### src/rtl/hd_demux2_buf_if.sv
// ----------------------------------------------------------------------------
// hd_demux2_buf_if
// Bundle of the producer-side and consumer-side handshake signals of
// hd_demux2_buf.
//   A/SL/AV/AR       : input word, destination select, valid, ready
//   Z0/Z0V/Z0R/OCC0  : channel 0 head data, valid, ready, occupancy
//   Z1/Z1V/Z1R/OCC1  : channel 1 head data, valid, ready, occupancy
// Modports:
//   slave  : the demultiplexer itself
//   master : the environment (producer plus both consumers)
// ----------------------------------------------------------------------------
interface hd_demux2_buf_if #(
    parameter int WIDTH = 8,
    parameter int DEPTH = 2,
    parameter int CW    = $clog2(DEPTH + 1)
);
    logic [WIDTH-1:0] A;
    logic             SL;
    logic             AV;
    logic             AR;
    logic [WIDTH-1:0] Z0;
    logic             Z0V;
    logic             Z0R;
    logic [WIDTH-1:0] Z1;
    logic             Z1V;
    logic             Z1R;
    logic [CW-1:0]    OCC0;
    logic [CW-1:0]    OCC1;

    modport slave (
        input  A, SL, AV, Z0R, Z1R,
        output AR, Z0, Z0V, Z1, Z1V, OCC0, OCC1
    );

    modport master (
        output A, SL, AV, Z0R, Z1R,
        input  AR, Z0, Z0V, Z1, Z1V, OCC0, OCC1
    );
endinterface

### src/rtl/hd_demux2_buf.sv
// ----------------------------------------------------------------------------
// hd_demux2_buf
// Buffered 1-to-2 stream demultiplexer. Each word on A is steered to channel
// SL (0 or 1); each channel owns a DEPTH-entry FIFO with a valid/ready output.
// Heads are read from registered storage, so there is no path from A to Zn.
// Ports:
//   CP  : clock, rising edge
//   CD  : asynchronous active-high clear; discards all buffered words
//   bus : hd_demux2_buf_if.slave (A, SL, AV, AR, Zn, ZnV, ZnR, OCCn)
// Build option:
//   HD_DEMUX2_RR_EN : ignore SL and alternate destinations with an internal
//                     round-robin bit that toggles on every accepted word.
// ----------------------------------------------------------------------------
module hd_demux2_buf #(
    parameter int WIDTH = 8,
    parameter int DEPTH = 2,
    parameter int CW    = $clog2(DEPTH + 1)
) (
    input logic            CP,
    input logic            CD,
    hd_demux2_buf_if.slave bus
);
    localparam int            PW       = $clog2(DEPTH);
    localparam logic [CW-1:0] FULL_CNT = CW'(DEPTH);

    logic [WIDTH-1:0] r_mem [2][DEPTH];
    logic [PW-1:0]    r_wp  [2];
    logic [PW-1:0]    r_rp  [2];
    logic [CW-1:0]    r_cnt [2];

    logic [1:0] w_full;
    logic [1:0] w_empty;
    logic [1:0] w_push;
    logic [1:0] w_pop;
    logic [1:0] w_rdy;
    logic       w_dst;
    logic       w_sel_x;
    logic       w_accept;

`ifdef HD_DEMUX2_RR_EN
    logic r_rr;

    // A stall on the full channel holds rr; it only advances on an accept.
    always_ff @(posedge CP or posedge CD) begin
        if (CD) begin
            r_rr <= 1'b0;
        end else if (w_accept) begin
            r_rr <= ~r_rr;
        end
    end

    assign w_dst   = r_rr;
    assign w_sel_x = 1'b0;
`else
    assign w_dst = bus.SL;
`ifndef SYNTHESIS
    // An unknown select must not write anywhere.
    assign w_sel_x = $isunknown(bus.SL);
`else
    assign w_sel_x = 1'b0;
`endif
`endif

    always_comb begin
        for (int c = 0; c < 2; c++) begin
            w_full[c]  = (r_cnt[c] == FULL_CNT);
            w_empty[c] = (r_cnt[c] == '0);
        end
    end

    assign w_rdy = {bus.Z1R, bus.Z0R};

    // Full blocks the channel outright, so a pop cannot make room for a push
    // in the same cycle.
    assign bus.AR   = !CD && !w_sel_x && !w_full[w_dst];
    assign w_accept = bus.AV && bus.AR;

    always_comb begin
        for (int c = 0; c < 2; c++) begin
            w_push[c] = w_accept && (w_dst == 1'(c));
            w_pop[c]  = !w_empty[c] && w_rdy[c];
        end
    end

    always_ff @(posedge CP or posedge CD) begin
        if (CD) begin
            for (int c = 0; c < 2; c++) begin
                r_wp[c]  <= '0;
                r_rp[c]  <= '0;
                r_cnt[c] <= '0;
            end
        end else begin
            for (int c = 0; c < 2; c++) begin
                if (w_push[c]) begin
                    r_wp[c] <= r_wp[c] + PW'(1);
                end
                if (w_pop[c]) begin
                    r_rp[c] <= r_rp[c] + PW'(1);
                end
                case ({w_push[c], w_pop[c]})
                    2'b10:   r_cnt[c] <= r_cnt[c] + CW'(1);
                    2'b01:   r_cnt[c] <= r_cnt[c] - CW'(1);
                    default: r_cnt[c] <= r_cnt[c];
                endcase
            end
        end
    end

    // Storage needs no clear: stale entries are never visible because the
    // heads are masked while a channel is empty.
    always_ff @(posedge CP) begin
        for (int c = 0; c < 2; c++) begin
            if (w_push[c]) begin
                r_mem[c][r_wp[c]] <= bus.A;
            end
        end
    end

    assign bus.Z0   = w_empty[0] ? '0 : r_mem[0][r_rp[0]];
    assign bus.Z1   = w_empty[1] ? '0 : r_mem[1][r_rp[1]];
    assign bus.Z0V  = !w_empty[0];
    assign bus.Z1V  = !w_empty[1];
    assign bus.OCC0 = r_cnt[0];
    assign bus.OCC1 = r_cnt[1];

`ifndef SYNTHESIS
    always @(posedge CP) begin
        if (!CD) begin
            for (int c = 0; c < 2; c++) begin
                assert (r_cnt[c] <= FULL_CNT)
                else $error("hd_demux2_buf: occupancy above DEPTH on channel %0d", c);
                assert (!(w_push[c] && w_full[c]))
                else $error("hd_demux2_buf: push to full channel %0d", c);
                assert (!(w_pop[c] && w_empty[c]))
                else $error("hd_demux2_buf: pop from empty channel %0d", c);
            end
        end
    end
`endif
endmodule

### src/flat_wrapper.sv
// flat-port wrapper written by rule: the top's interface ports become plain ports
module hd_demux2_buf_flat 
#(
    parameter int WIDTH = 8,
    parameter int DEPTH = 2,
    parameter int CW    = $clog2(DEPTH + 1)
)
  (CP, CD, bus_A, bus_SL, bus_AV, bus_Z0R, bus_Z1R, bus_AR, bus_Z0, bus_Z0V, bus_Z1, bus_Z1V, bus_OCC0, bus_OCC1);
  hd_demux2_buf_if #(.WIDTH(WIDTH), .DEPTH(DEPTH), .CW(CW)) bus_i ();
  input logic CP;
  input logic CD;
  input wire logic [$bits(bus_i.A)-1:0] bus_A;
  input wire logic [$bits(bus_i.SL)-1:0] bus_SL;
  input wire logic [$bits(bus_i.AV)-1:0] bus_AV;
  input wire logic [$bits(bus_i.Z0R)-1:0] bus_Z0R;
  input wire logic [$bits(bus_i.Z1R)-1:0] bus_Z1R;
  output wire logic [$bits(bus_i.AR)-1:0] bus_AR;
  output wire logic [$bits(bus_i.Z0)-1:0] bus_Z0;
  output wire logic [$bits(bus_i.Z0V)-1:0] bus_Z0V;
  output wire logic [$bits(bus_i.Z1)-1:0] bus_Z1;
  output wire logic [$bits(bus_i.Z1V)-1:0] bus_Z1V;
  output wire logic [$bits(bus_i.OCC0)-1:0] bus_OCC0;
  output wire logic [$bits(bus_i.OCC1)-1:0] bus_OCC1;
  assign bus_i.A = bus_A;
  assign bus_i.SL = bus_SL;
  assign bus_i.AV = bus_AV;
  assign bus_i.Z0R = bus_Z0R;
  assign bus_i.Z1R = bus_Z1R;
  assign bus_AR = bus_i.AR;
  assign bus_Z0 = bus_i.Z0;
  assign bus_Z0V = bus_i.Z0V;
  assign bus_Z1 = bus_i.Z1;
  assign bus_Z1V = bus_i.Z1V;
  assign bus_OCC0 = bus_i.OCC0;
  assign bus_OCC1 = bus_i.OCC1;
  hd_demux2_buf #(.WIDTH(WIDTH), .DEPTH(DEPTH), .CW(CW)) u_core (.CP(CP), .CD(CD), .bus(bus_i));
endmodule
### config.mk
export PLATFORM = sky130hd
export DESIGN_NAME = hd_demux2_buf_flat
export DESIGN_NICKNAME = d
export VERILOG_FILES = /design/src/rtl/hd_demux2_buf_if.sv /design/src/rtl/hd_demux2_buf.sv /design/src/flat_wrapper.sv
export SDC_FILE = /design/constraint.sdc
export NUM_CORES = 1
export LEC_CHECK = 0
export ABC_AREA = 0
export CORE_ASPECT_RATIO = 0.75
export CORE_MARGIN = 1.5
export CORE_UTILIZATION = 53
export CTS_CLUSTER_SIZE = 24
export DETAILED_ROUTE_END_ITERATION = 16
export PLACE_DENSITY = 0.84
export RECOVER_POWER = 25
export SYNTH_ARGS = -nofsm -noshare
export SYNTH_HDL_FRONTEND = slang
export SYNTH_SLANG_ARGS = --single-unit
### constraint.sdc
create_clock -name CP -period 4 [get_ports CP]
set_input_delay 0.8 -clock CP [delete_from_list [all_inputs] [get_ports CP]]
set_output_delay 0.8 -clock CP [all_outputs]
set_load 0.01 [all_outputs]
# Yosys cells after proc, flatten, opt, wreduce, memory -nomap -nowiden
# Memory sizes are Yosys's and may differ from the RTL's.
# Cells that the tools add are included.
# word_totals
regBits	8
ramBits	32
input_bits	14
word_cells	73
n_memories	1
# op_classes
addsub	8
order_cmp	7
eq_ne	6
n_mux	23
n_bitwise	5
n_reduce_logical	17
# mem_list
name	words	width	rd	rd_clocked_by_memory_dff	write_ports	line_no	source
u_core.r_mem	2	16	2	0	1	hd_demux2_buf.sv:26	logic [WIDTH-1:0] r_mem [2][DEPTH];
# op_table
operator	n
2-to-1 mux 8 bit	10
2-to-1 mux 16 bit	4
demux 8 bit (select 1 bit)	2
OR reduction 16 bit	1
equality test 2 bit (second input constant)	4
greater-or-equal comparator 2 bit (second input constant)	4
logical AND 1 bit	8
inverter 1 -> 2 bit	4
one-hot mux 2 bit (2 select lines)	2
2-to-1 mux 1 bit	5
adder 1 bit (second input constant)	4
adder 2 x 1 -> 2 bit (second input constant)	2
equality test 2 x 1 -> 1 bit (second input constant)	2
zero test 1 bit	4
zero test 2 bit	2
< comparator 2 x 1 -> 1 bit (second input constant)	2
nonzero test 2 bit	2
subtractor 2 x 1 -> 2 bit (second input constant)	2
< comparator 1 x 2 -> 1 bit (second input constant)	1
inverter 1 bit	1

# Longest topological paths before layout
# logic_depth
depth_word	11
ltp_mapped	6
ltp_nobuf	6

# Worst setup path after synthesis
# OpenSTA, ideal clock, no wires.
# synth_path
path_kind	input-to-output
startpoint	in bus_SL
endpoint	out bus_AR
t_arrival_ns	1.114
path_slack_ns	2.086
cell_stages	3
n_path_buf	0
cell_sequence	inv_1 -> nand2_1 -> a21oi_1
# synth_via
elab_chain_len	4
# synth_rtl
item	line_no	source
from (decl)	flat_wrapper.sv:13	input wire logic [$bits(bus_i.SL)-1:0] bus_SL;
2-to-1 mux 1 bit (implied by the code) (2 in a row)	hd_demux2_buf.sv:75	assign bus.AR = !CD && !w_sel_x && !w_full[w_dst];
zero test 1 bit	hd_demux2_buf.sv:75	
logical AND 1 bit	hd_demux2_buf.sv:75	
to (decl)	flat_wrapper.sv:17	output wire logic [$bits(bus_i.AR)-1:0] bus_AR;
# Every way passes these cells. The select of a mux whose other input is x is not followed.

# Final worst setup path
# Same ends and word-level chain as after synthesis.

==> results.json <==
{
  "status": "finished clean",
  "overall_power_consumption_mw": 1.507,
  "boundaryPins": 37,
  "synth_cell_types": 16,
  "layout.cells.non_filler": 190,
  "setup_viol_count_final": 0,
  "synth.cell_area_mm2": 0.001630,
  "hold_path.startpoint": "u_core.r_wp[0]",
  "leakagePower_nw": 0.8228,
  "grt_max_degree": 13,
  "timing.critical_path.to_type": "primary output",
  "post_cts_resize_count": 0,
  "antenna-diode-count": 0,
  "deepest_clock_path_buffer_count": 2,
  "most_frequent_cp_cell": "sky130_fd_sc_hd__clkdlybuf4s50_1",
  "tritoncts": "built",
  "routedWlPerCell_um": 16.42,
  "placed_area_mm2": 0.002028,
  "startpoint_type": "input port",
  "net_count_of_the_mapped_netlist": 126,
  "p_int_mw": 1.029,
  "p_comb_frac": 0.384,
  "post-route-period-util": 0.7250,
  "grt_pass1_wl_um": 4823,
  "combined_global_route_utilization_of_all_metal_layers": 0.2069,
  "cell_count_after_synthesis": 110,
  "max-vdd-ir-drop_mv": 0.3793,
  "coreArea_mm2": 0.002935,
  "placed_cells_incl_taps": 182,
  "min_path_cells": 1,
  "clk_root_buffer_cell": "sky130_fd_sc_hd__clkbuf_8",
  "floorplan.die.height_um": 51.03,
  "initial_standard_cell_utilization_of_the_core": 0.5554,
  "fill_cells": 209,
  "yosys_warnings": 0,
  "ff2ff_setup_slack_ps": 2200,
  "dr_total_vias": 959,
  "layout-drive-gt1-share": 0.08553,
  "drt_initial_violations": 22,
  "finalMaxSlewViolations": 0,
  "clk_latency_ps": 280,
  "numClockSinks": 40,
  "cts_hold_repair.buffers": 0,
  "numCtsBuffers": 5,
  "holdPathEnd": "u_core.r_wp[0]",
  "port_buffers": 36,
  "max_cap_viol_count": 0,
  "clock.fmax_mhz": 344.8,
  "viasPerCell": 5.047,
  "grt-ovfl-total": 0,
  "worst_margin_pin_slew_ps": 816.1,
  "detailedRoute.firstPassIterationCount": 4,
  "hold_ws_ps": 501.5,
  "power_frac_seq": 0.407,
  "die_outline_area_mm2": 0.003421,
  "regToRegEndpoint": "u_core.r_mem[0][19]",
  "remaining_routing_drc_violations": 0,
  "worstPathCellList": "clkdlybuf4s50_1 -> inv_1 -> nand2_1 -> a21oi_1 -> clkdlybuf4s50_1",
  "rsz0062_at_grt": "no",
  "clk_pin_slew_ps": 70,
  "antenna_found_initial": 0,
  "detail_route.wirelength_um": 3120,
  "timing.critical_path.arrival_ps": 2100,
  "placementRows": 17,
  "count_of_cells_along_the_worst_register_to_register_path": 3,
  "gp_congestion": 0.7356,
  "sw_frac_of_total": 0.3168,
  "synth_seq_area_share": 0.7122,
  "hold_viol": 0,
  "critPathMaxFanout": 3,
  "syn2layout_area_growth_pct": 31.01,
  "powerDensity_mw_per_mm2": 705.4,
  "total_number_of_h_tree_levels": 2,
  "p_clk_frac": 0.209,
  "crit-reg2reg-launch": "u_core.bus.OCC1[0]",
  "grt_pass1_vias": 1013,
  "cts_setup_buffers": 0,
  "final_setup_skew_ps": 3.552,
  "route.antenna.remaining_nets": 0,
  "layout.cell_area.non_filler_mm2": 0.002136,
  "dieWidth_um": 67.04,
  "hold_path.class": "flip-flop to flip-flop",
  "post_synth.cell_area_avg_um2": 14.82,
  "multiInputGateArea_um2": 436.7,
  "dpl.hpwl_um": 2175,
  "layout_min_cycle_time_ps": 2900,
  "path_class": "input port to primary output",
  "register_area_mm2": 0.001161,
  "timing.critical_path.slowest_cell_delay_ps": 550,
  "nNetsFinal": 167,
  "cp_slowest_cell": "sky130_fd_sc_hd__clkdlybuf4s50_1",
  "total_switching_power_uw": 477.3,
  "max_slew_margin_vs_limit": 0.4539,
  "totalNegativeSetupSlack_ps": 0,
  "yosys_register_bits": 40,
  "data_required_time_of_the_critical_path_ps": 3200
}
## power by group through the flow
| stage | clock (mW) | combinational, mW | sequential [mW] |
|---|---|---|---|
| after floorplan | 0 | 0.326 | 0.577 |
| after global placement | 0 | 0.564 | 0.618 |
| after detailed placement | 0 | 0.581 | 0.622 |
| after CTS | 0.318 | 0.588 | 0.614 |
| after global routing | 0.335 | 0.621 | 0.624 |
| final | 0.315 | 0.578 | 0.614 |
## cell type report
type	instances	share of cell area
Clock buffer	6	0.03398
Tap cell	38	0.02226
Multi-Input combinational cell	62	0.2045
Inverter	6	0.01054
Clock inverter	2	0.01640
Timing Repair Buffer	36	0.1687
Sequential cell	40	0.5436
## worst max path at each step
stage / from / end / slack [ps] / cells past startpoint
3_3_place_gp: bus_SL / bus_AR / 1160 / 5
2_1_floorplan: bus_SL / bus_AR / 2090 / 3
3_5_place_dp: bus_SL / bus_AR / 1100 / 5
6_report: bus_SL / bus_AR / 1100 / 5
4_1_cts: bus_SL / bus_AR / 1090 / 5
5_1_grt: bus_SL / bus_AR / 1040 / 5
## kinds of logic after synthesis
| group | after synthesis | synth area share |
|---|---|---|
| buffers and inverters | 8 | 0.01995 |
| flip-flops | 40 | 0.7122 |
| multiplexers | 16 | 0.09823 |
| adder cells (fa/ha/maj) | 2 | 0.01535 |
| XOR/XNOR | 10 | 0.05372 |
| AO/OA/AOI/OAI | 1 | 0.003067 |
| AND/OR/NAND/NOR | 33 | 0.09747 |
## state kept, by name (all words and copies together) (netlist names)
register / count
u_core.bus.OCC0: 2
u_core.r_rp: 2
u_core.bus.OCC1: 2
u_core.r_wp: 2
u_core.r_mem: 32
## critical path: cells and delay by family
| kind | cells | cell delay (ps) |
|---|---|---|
| compound gates | 1 | 130 |
| simple gates | 1 | 50 |
| buf+inv | 3 | 1120 |
## layer usage
layer | global-route usage | share of wire
met1 | 0.2492 | 0.42
met2 | 0.3614 | 0.52
met3 | 0.05286 | 0.043
met4 | 0.07143 | 0.011
met5 | 0 | 0
## through the flow
stage	worst slack [ps]	util
after global routing	1044	0.7276
after floorplan	2086	-
after global placement	1158	0.6910
final	1100	0.7276
after CTS	1094	0.7276
after detailed placement	1102	0.6910
## layout by cell type (no fill, tap or decap)
cell,n
sky130_fd_sc_hd__nor2b_1,1
sky130_fd_sc_hd__a21oi_1,1
sky130_fd_sc_hd__nand2_1,2
sky130_fd_sc_hd__mux2i_1,16
sky130_fd_sc_hd__inv_1,6
sky130_fd_sc_hd__xor2_1,4
sky130_fd_sc_hd__nor2b_2,2
sky130_fd_sc_hd__clkdlybuf4s50_1,30
sky130_fd_sc_hd__clkbuf_1,1
sky130_fd_sc_hd__nor2_1,22
sky130_fd_sc_hd__nor2_2,2
sky130_fd_sc_hd__dlygate4sd3_1,6
sky130_fd_sc_hd__edfxtp_1,32
sky130_fd_sc_hd__nand2b_1,2
sky130_fd_sc_hd__nand3_2,2
sky130_fd_sc_hd__bufinv_16,1
sky130_fd_sc_hd__clkbuf_8,5
sky130_fd_sc_hd__clkinv_2,1
sky130_fd_sc_hd__dfrtp_1,8
sky130_fd_sc_hd__xnor2_1,6
sky130_fd_sc_hd__ha_1,2
## Yosys cell counts, drive strengths merged
cell type	count	area (um^2)
dfrtp	8	200.2
nand3	2	20.02
edfxtp	32	960.9
nor2	24	95.09
a21oi	1	5.000
nor2b	3	23.78
nand2	2	7.510
ha	2	25.02
xor2	4	35.03
nand2b	2	12.51
inv	6	22.52
mux2i	16	160.2
buf	2	10.01
xnor2	6	52.55
(Power assumes the default switching activity.)
